`src/rtl/sync_fifo_pkg.sv`:
```
// -----------------------------------------------------------------------------
// sync_fifo_pkg
// Shared definitions for the programmable synchronous FIFO:
//   - default geometry (DEF_DATA_WIDTH, DEF_FIFO_DEPTH)
//   - ptr_t / cnt_t sized for the default geometry
//   - op_e: per-cycle operation decode (idle / write / read / both)
// -----------------------------------------------------------------------------
package sync_fifo_pkg;

    localparam int DEF_DATA_WIDTH = 16;
    localparam int DEF_FIFO_DEPTH = 8;

    typedef logic [$clog2(DEF_FIFO_DEPTH)-1:0]   ptr_t;
    typedef logic [$clog2(DEF_FIFO_DEPTH+1)-1:0] cnt_t;

    // Encoding is {read_accepted, write_accepted}
    typedef enum logic [1:0] {
        OP_IDLE  = 2'b00,
        OP_WR    = 2'b01,
        OP_RD    = 2'b10,
        OP_WR_RD = 2'b11
    } op_e;

    function automatic op_e op_decode(input logic wr_acc, input logic rd_acc);
        return op_e'({rd_acc, wr_acc});
    endfunction

endpackage

```
`src/rtl/fifo_mem.sv`:
```
// -----------------------------------------------------------------------------
// fifo_mem
// Simple dual-port storage, FIFO_DEPTH x DATA_WIDTH, contents never cleared.
//   clk      : clock
//   rst      : synchronous active-high reset (clears the registered read data)
//   we_i     : write enable, waddr_i / wdata_i : write address / data
//   re_i     : read enable, raddr_i : read address
//   rdata_o  : read data
// Build option SYNC_FIFO_FWFT_EN: read port becomes asynchronous
// (rdata_o = mem[raddr_i]); otherwise rdata_o is registered, loaded on re_i
// and holding otherwise.
// -----------------------------------------------------------------------------
module fifo_mem
    import sync_fifo_pkg::*;
#(
    parameter int DATA_WIDTH = DEF_DATA_WIDTH,
    parameter int FIFO_DEPTH = DEF_FIFO_DEPTH,
    parameter int PTR_W      = $clog2(FIFO_DEPTH)
) (
    input  logic                  clk,
    input  logic                  rst,
    input  logic                  we_i,
    input  logic [PTR_W-1:0]      waddr_i,
    input  logic [DATA_WIDTH-1:0] wdata_i,
    input  logic                  re_i,
    input  logic [PTR_W-1:0]      raddr_i,
    output logic [DATA_WIDTH-1:0] rdata_o
);

    logic [DATA_WIDTH-1:0] mem_q [FIFO_DEPTH];

    // Write port: storage is deliberately not reset
    always_ff @(posedge clk) begin
        if (we_i) begin
            mem_q[waddr_i] <= wdata_i;
        end
    end

`ifdef SYNC_FIFO_FWFT_EN
    logic unused_s;
    assign unused_s = &{1'b0, rst, re_i};
    assign rdata_o  = mem_q[raddr_i];
`else
    logic [DATA_WIDTH-1:0] rdata_q;

    // Registered read port: reset clears, accepted read loads, else hold
    always_ff @(posedge clk) begin
        if (rst) begin
            rdata_q <= {DATA_WIDTH{1'b0}};
        end else if (re_i) begin
            rdata_q <= mem_q[raddr_i];
        end else begin
            rdata_q <= rdata_q;
        end
    end

    assign rdata_o = rdata_q;
`endif

endmodule

```
`src/rtl/sync_fifo_prog.sv`:
```
// -----------------------------------------------------------------------------
// sync_fifo_prog
// Synchronous FIFO with programmable almost-full/almost-empty thresholds,
// live occupancy, synchronous flush and defined read+write at full.
// Ports:
//   clk, rst (sync, active-high), flush (sync clear, rst has priority)
//   wr_en / wr_data     : write request / data
//   rd_en / rd_data     : read request / data
//   afull_th, aempty_th : quasi-static thresholds (CNT_W bits)
//   count               : occupancy 0..FIFO_DEPTH
//   full, empty, almostfull, almostempty : combinational flags from count
//   wr_ack, overflow, underflow          : registered status of previous cycle
// Build option SYNC_FIFO_FWFT_EN: first-word-fall-through read data
// (head shown while not empty, 0 when empty); default is one-cycle
// registered read latency.
// -----------------------------------------------------------------------------
module sync_fifo_prog
    import sync_fifo_pkg::*;
#(
    parameter int DATA_WIDTH = DEF_DATA_WIDTH,
    parameter int FIFO_DEPTH = DEF_FIFO_DEPTH,
    localparam int PTR_W     = $clog2(FIFO_DEPTH),
    localparam int CNT_W     = $clog2(FIFO_DEPTH+1)
) (
    input  logic                  clk,
    input  logic                  rst,
    input  logic                  flush,
    input  logic                  wr_en,
    input  logic [DATA_WIDTH-1:0] wr_data,
    input  logic                  rd_en,
    output logic [DATA_WIDTH-1:0] rd_data,
    input  logic [CNT_W-1:0]      afull_th,
    input  logic [CNT_W-1:0]      aempty_th,
    output logic [CNT_W-1:0]      count,
    output logic                  full,
    output logic                  empty,
    output logic                  almostfull,
    output logic                  almostempty,
    output logic                  wr_ack,
    output logic                  overflow,
    output logic                  underflow
);

    logic [PTR_W-1:0]      wr_ptr_q, wr_ptr_d;
    logic [PTR_W-1:0]      rd_ptr_q, rd_ptr_d;
    logic [CNT_W-1:0]      count_q, count_d;
    logic                  wr_ack_q, overflow_q, underflow_q;
    logic                  full_s, empty_s;
    logic                  wr_acc_s, rd_acc_s;
    op_e                   op_s;
    logic [DATA_WIDTH-1:0] mem_rdata_s;

    // Explicit wrap so non-power-of-two depths never touch unused slots
    function automatic logic [PTR_W-1:0] ptr_inc(input logic [PTR_W-1:0] p);
        if (p == PTR_W'(FIFO_DEPTH-1)) begin
            return {PTR_W{1'b0}};
        end else begin
            return p + PTR_W'(1);
        end
    endfunction

    assign full_s  = (count_q == CNT_W'(FIFO_DEPTH));
    assign empty_s = (count_q == {CNT_W{1'b0}});

    // Full with a simultaneous read still accepts the write: the read frees
    // the slot in the same cycle. Flush/reset cycles accept nothing.
    assign wr_acc_s = wr_en & (~full_s | rd_en) & ~flush & ~rst;
    assign rd_acc_s = rd_en & ~empty_s & ~flush & ~rst;

    // Next-state pointers and occupancy from the decoded operation
    always_comb begin
        op_s     = op_decode(wr_acc_s, rd_acc_s);
        wr_ptr_d = wr_ptr_q;
        rd_ptr_d = rd_ptr_q;
        count_d  = count_q;
        if (wr_acc_s) begin
            wr_ptr_d = ptr_inc(wr_ptr_q);
        end else begin
            wr_ptr_d = wr_ptr_q;
        end
        if (rd_acc_s) begin
            rd_ptr_d = ptr_inc(rd_ptr_q);
        end else begin
            rd_ptr_d = rd_ptr_q;
        end
        case (op_s)
            OP_WR:    count_d = count_q + CNT_W'(1);
            OP_RD:    count_d = count_q - CNT_W'(1);
            OP_IDLE:  count_d = count_q;
            OP_WR_RD: count_d = count_q;
            default:  count_d = count_q;
        endcase
    end

    // State registers; reset and flush clear identically (read data is
    // handled in fifo_mem, where flush leaves it untouched)
    always_ff @(posedge clk) begin
        if (rst || flush) begin
            wr_ptr_q    <= {PTR_W{1'b0}};
            rd_ptr_q    <= {PTR_W{1'b0}};
            count_q     <= {CNT_W{1'b0}};
            wr_ack_q    <= 1'b0;
            overflow_q  <= 1'b0;
            underflow_q <= 1'b0;
        end else begin
            wr_ptr_q    <= wr_ptr_d;
            rd_ptr_q    <= rd_ptr_d;
            count_q     <= count_d;
            wr_ack_q    <= wr_acc_s;
            overflow_q  <= wr_en & full_s & ~rd_en;
            underflow_q <= rd_en & empty_s;
        end
    end

    fifo_mem #(
        .DATA_WIDTH (DATA_WIDTH),
        .FIFO_DEPTH (FIFO_DEPTH),
        .PTR_W      (PTR_W)
    ) u_mem (
        .clk     (clk),
        .rst     (rst),
        .we_i    (wr_acc_s),
        .waddr_i (wr_ptr_q),
        .wdata_i (wr_data),
        .re_i    (rd_acc_s),
        .raddr_i (rd_ptr_q),
        .rdata_o (mem_rdata_s)
    );

`ifdef SYNC_FIFO_FWFT_EN
    assign rd_data = empty_s ? {DATA_WIDTH{1'b0}} : mem_rdata_s;
`else
    assign rd_data = mem_rdata_s;
`endif

    assign count       = count_q;
    assign full        = full_s;
    assign empty       = empty_s;
    assign almostfull  = ~full_s & (count_q >= afull_th);
    assign almostempty = ~empty_s & (count_q <= aempty_th);
    assign wr_ack      = wr_ack_q;
    assign overflow    = overflow_q;
    assign underflow   = underflow_q;

endmodule
```
`config.mk`:
```
export PLATFORM = sky130hd
export DESIGN_NAME = sync_fifo_prog
export DESIGN_NICKNAME = d
export VERILOG_FILES = /design/src/rtl/sync_fifo_pkg.sv /design/src/rtl/fifo_mem.sv /design/src/rtl/sync_fifo_prog.sv
export SDC_FILE = /design/constraint.sdc
export NUM_CORES = 1
export LEC_CHECK = 0
export CAP_MARGIN = 20
export CORE_ASPECT_RATIO = 0.75
export CORE_MARGIN = 2
export CORE_UTILIZATION = 50
export CTS_BUF_LIST = sky130_fd_sc_hd__clkbuf_2 sky130_fd_sc_hd__clkbuf_4 sky130_fd_sc_hd__clkbuf_8
export DETAILED_ROUTE_END_ITERATION = 16
export GPL_TIMING_DRIVEN = 0
export PLACE_DENSITY = 0.77
export SLEW_MARGIN = 5
export SYNTH_ARGS = -nofsm -noshare
export SYNTH_HDL_FRONTEND = slang
export SYNTH_SLANG_ARGS = --single-unit
```
`constraint.sdc`:
```
create_clock -name clk -period 5 [get_ports clk]
set_clock_uncertainty 0.15 [all_clocks]
set_input_delay 1.25 -clock clk [delete_from_list [all_inputs] [get_ports clk]]
set_output_delay 1.25 -clock clk [all_outputs]
set_load 0.05 [all_outputs]
```
# Word-level counts from Yosys, hierarchy flattened
# Memories as Yosys holds them, arrays and structs flattened. A register that Yosys moved wholly into a read port is not among the register bits.
# Cells that the tools add are included.
# word_totals
register_bits,13
ramBits,128
inputBits,29
word_cells,45
memories,1
# memory_table
memory,depth,width,rd,rd_clocked_by_memory_dff,write_ports,line,text
u_mem.mem_q,8,16,1,1,1,fifo_mem.sv:30,logic [DATA_WIDTH-1:0] mem_q [FIFO_DEPTH];
# op_classes
addsub,4
order_cmp,2
n_eq_ne,6
muxes,5
bitwise_logic,17
n_reduce_logical,4
# ops
operator,n
AND 1 bit,11
case mux 4 bit (2 select lines),1
adder 3 x 1 -> 3 bit (second input constant),2
== test 3 bit (second input constant),2
two-way mux 3 bit,2
NOT 1 bit,5
adder 4 x 1 -> 4 bit (second input constant),1
== test 2 bit (second input constant),2
== test 4 bit (second input constant),1
greater-or-equal comparator 4 bit,1
<= comparator 4 bit,1
zero test 4 bit,1
subtractor 4 x 1 -> 4 bit (second input constant),1
== test 2 x 1 -> 1 bit (second input constant),1
zero test 2 bit,1
two-way mux 1 bit,2
OR reduction 2 bit,1
logical OR 1 bit,1
OR 1 bit,1

# Longest topological paths before layout
# Gate-level depths: netlist (run 1).
# logic_depth
ltp_word,8
depth_mapped,12
depth_no_buf,10

# Hierarchy
# From an unflattened synthesis (run 1), not the netlist that was laid out.
# hier_totals
hier_cells,411
hier_area_um2,6451.2
# modules_own_cells
mod,n_inst,cells_each,area_per_inst_um2,seq_area_each_um2
fifo_mem,1,307,5570.3,4164.0
sync_fifo_prog,1,104,880.8,260.2

# Least setup slack after synthesis (run 1)
# No wires, ideal clock.
# synth_path
kind,input port to output port
start,input port aempty_th[1]
end,output port almostempty
arrival_time_ns,2.793
setup_slack_ns,0.807
path_stages,7
cell_sequence,inv_1 -> ha_1 -> nor2b_1 -> o21a_1 -> o21ai_0 -> nand2b_1 -> a21oi_1
# synth_between
elab_chain_cells,2
# synth_lines
item,line,text
start: declaration,sync_fifo_prog.sv:33,"input logic [CNT_W-1:0] aempty_th,"
<= comparator 4 bit,sync_fifo_prog.sv:140,assign almostempty = ~empty_s & (count_q <= aempty_th);
AND 1 bit,sync_fifo_prog.sv:140,
end: declaration,sync_fifo_prog.sv:38,"output logic almostempty,"
# No other way between the ends.

# Worst setup path after layout (run 1)
# Same ends and word-level chain as after synthesis.

==> run metrics, run 1 <==
status completed; sequential share of power a little under three fifths; register area share after synthesis between 70 and 80%; clock latency on the worst-skew pair 0.44 ns; Ant. Diodes 0; R2R Setup Slk between 1.5 and 2 ns; Placed Area ~7100 um^2; Post-CTS Hold Buffers 0; largest net degree at the start of global routing 17; XOR/XNOR Fraction of Synth Area less than 1%; DR WL/cell 20.6 um; Fillers between 800 and 900; RSZ-0062 raised after global routing false; Via density 5.55; die area about 13,000 um^2; H-tree depth 4; Worst VDD drop approximately 0.23 mV; Clock Path Buffers 2; DRC Markers 0; PostCTS Resize Cnt 0; fmax slightly above 200 MHz; final wirelength 12.7 mm; Sw Ratio 19.7%; Arr. time, crit path 3.47 ns; Max Cap Viol 0; critical path fanouts, max 2; max-slew violations 0; Crit Path Class input port to primary output; clock slew at reported path FFs ~0.080 ns; final core occ just over 60%; Overflow after GRT 0; CP Data Required Time 3.60 ns; mux cell area share after synthesis about 14%; Mapped Cells 353; Logic pwr share 3.4%; clock tree sinks 157; CTS Buf Count 17; Area Growth Syn to Fin 22.1%; Final min period ~4.9 ns; Worst-Margin Slew 0.936 ns; Die W roughly 130 um; max_slew headroom a little under two fifths; port buffer count 54; internal power between 2 and 2.5 mW; Pleak approximately 2.5 nW; chip height 100 um; core area 12,200 um^2; most common library cell in the layout ignoring fill and taps edfxtp_1; Final Hold Vio Count 0; DR vias about 3,400; Compound-Gate Fraction of Synth Area about 3.8%; switching power around 500 uW; layout cells sized above 1 22.6%; Adder-Cell Fraction of Synth Area approximately 2.8%; row count 35; vias in the first global route between 3,000 and 4,000; Final Power around 2.5 mW; most frequent cells in the layout 128 x edfxtp_1, 54 x clkdlybuf4s50_1, 32 x mux4_2, 29 x dfxtp_1, 23 x nor2_1; clk root buf clkbuf_8; Starting Density 50.8%; IO Pins 56; syn nets a little under 400; Setup Fix Bufs, Post-CTS 0; FF+latch count, synth approximately 160; synth unique cells 37; Mapped Area a little over 6000 um^2; Final GP Congestion 0.779; cell area power density 333 nW/um^2; Finish-stage setup viols 0; Post-DRT Antenna Nets 0; first-pass GRT wire length about 20 mm; Avg Inst Size Synth 17.6 um^2; post-synthesis simple-gate area fraction a little over 5%; Worst Hold Class flip-flop to flip-flop; Clock power frac about two fifths; design area 7580 um^2; critical path launch point type input port; Tot GR Track Use about a fifth; Nets approximately 480; Pre-antenna DRT Iters 5; setup_tns 0 ns; Fin Hold WS between 0.3 and 0.4 ns; CTS tree done; FF/Latch Area 4420 um^2; Final HPWL DP a little under 9 mm; Critical Path Sink Type primary output; Ys Warns 0; Multi-input gate area ~1700 um^2; largest family of logic cells by synthesized area multiplexers; drt initial violations ~350; Final Cycle Share 97.4%; initial antenna violation count 0
==> through the flow <==
step / setup slack, ns / std cells
after global routing: 0.0289 / 617
final: 0.129 / 617
after detailed placement: 0.126 / 586
after CTS: 0.124 / 617
after floorplan: 0.807 / 353
after global placement: -1.23 / 573
==> logic make-up (layout without fill, tap and decap cells) <==
family / Yosys count / in the layout
multiplexers: 49 / 49
AND/OR/NAND/NOR: 65 / 65
buffers and inverters: 30 / 128
adder cells (fa/ha/maj): 14 / 14
XOR/XNOR: 3 / 3
AO/OA/AOI/OAI: 35 / 35
flip-flops: 157 / 157
==> routing by layer <==
metal	share of wire (%)	track usage, %
met5	0	0
met4	1.6	8.02
met3	6.7	5.78
met1	43	27.7
met2	48	33.4
==> state kept, by name, summed over array words and instances, names as in the netlist <==
signal,flops
overflow,1
wr_ack,1
underflow,1
rd_ptr_q,3
count,4
u_mem.rdata_o,16
wr_ptr_q,3
u_mem.mem_q,128
==> final timing paths <==
| kind | start | endpoint | cells past startpoint |
|---|---|---|---|
| setup / recovery | aempty_th[1] | almostempty | 9 |
| hold / removal | u_mem.rdata_o[8]$_SDFFE_PP0P_ | u_mem.rdata_o[8]$_SDFFE_PP0P_ | 2 |
| setup reg to reg | count[1]$_SDFFE_PP0N_ | count[3]$_SDFFE_PP0N_ | 12 |
| hold reg to reg | u_mem.rdata_o[8]$_SDFFE_PP0P_ | u_mem.rdata_o[8]$_SDFFE_PP0P_ | 2 |
==> final cells by class <==
class / count / share of cell area [%]
Multi-Input combinational cell: 166 / 22.1
Inverter: 12 / 0.594
Buffer: 18 / 1.24
Sequential cell: 157 / 58.4
Clock inverter: 11 / 2.21
Timing Repair Buffer: 67 / 9.16
Tap cell: 166 / 2.74
Clock buffer: 20 / 3.55
==> critical path, cell delays in order <==
cell,delay [ns]
clkdlybuf4s50_1,0.46
inv_1,0.04
ha_1,0.29
nor2b_1,0.13
o21a_1,0.15
o21ai_0,0.13
nand2b_1,0.07
a21oi_1,0.12
clkdlybuf4s50_1,0.81
==> power groups by stage <==
stage          clock, mW  sequential [mW]  combinational (mW)
2_1_floorplan          0             1.45              0.0303
3_3_place_gp           0             1.45              0.0809
3_5_place_dp           0             1.45              0.0862
4_1_cts             1.04             1.42              0.0865
5_1_grt             1.08             1.42              0.0940
6_report            1.02             1.42              0.0858
==> synth_stat cells (all sizes together) <==
cell / number / area share (%)
a211oi: 16 / 1.9
nor2b: 1 / 0.10
o211ai: 1 / 0.12
nand3: 3 / 0.24
or4: 1 / 0.12
ha: 14 / 2.8
clkbuf: 9 / 0.58
inv: 12 / 0.73
a22o: 1 / 0.16
o21ai: 4 / 0.32
nor4b: 1 / 0.14
mux4: 32 / 12
nor2: 27 / 1.7
nor3: 5 / 0.40
o31ai: 1 / 0.12
a21o: 2 / 0.24
nand2: 12 / 0.77
or3: 2 / 0.20
or2: 1 / 0.10
dfxtp: 29 / 9.4
or4b: 1 / 0.16
nor4: 1 / 0.10
mux2i: 17 / 2.7
nand4: 2 / 0.20
edfxtp: 128 / 62
nand2b: 5 / 0.50
o21a: 1 / 0.12
buf: 9 / 0.93
xnor2: 3 / 0.42
a21oi: 9 / 0.73
nand4b: 2 / 0.28
nor3b: 1 / 0.12
Power figures use the tool's default switching activity.
==> inputs of run 2 (changes only) <==
- CTS_CLUSTER_SIZE: default -> 40
- TNS_END_PERCENT: default -> 10
==> results of run 2 <==
No change in the layout: final DEF, timing and power equal those of run 1.
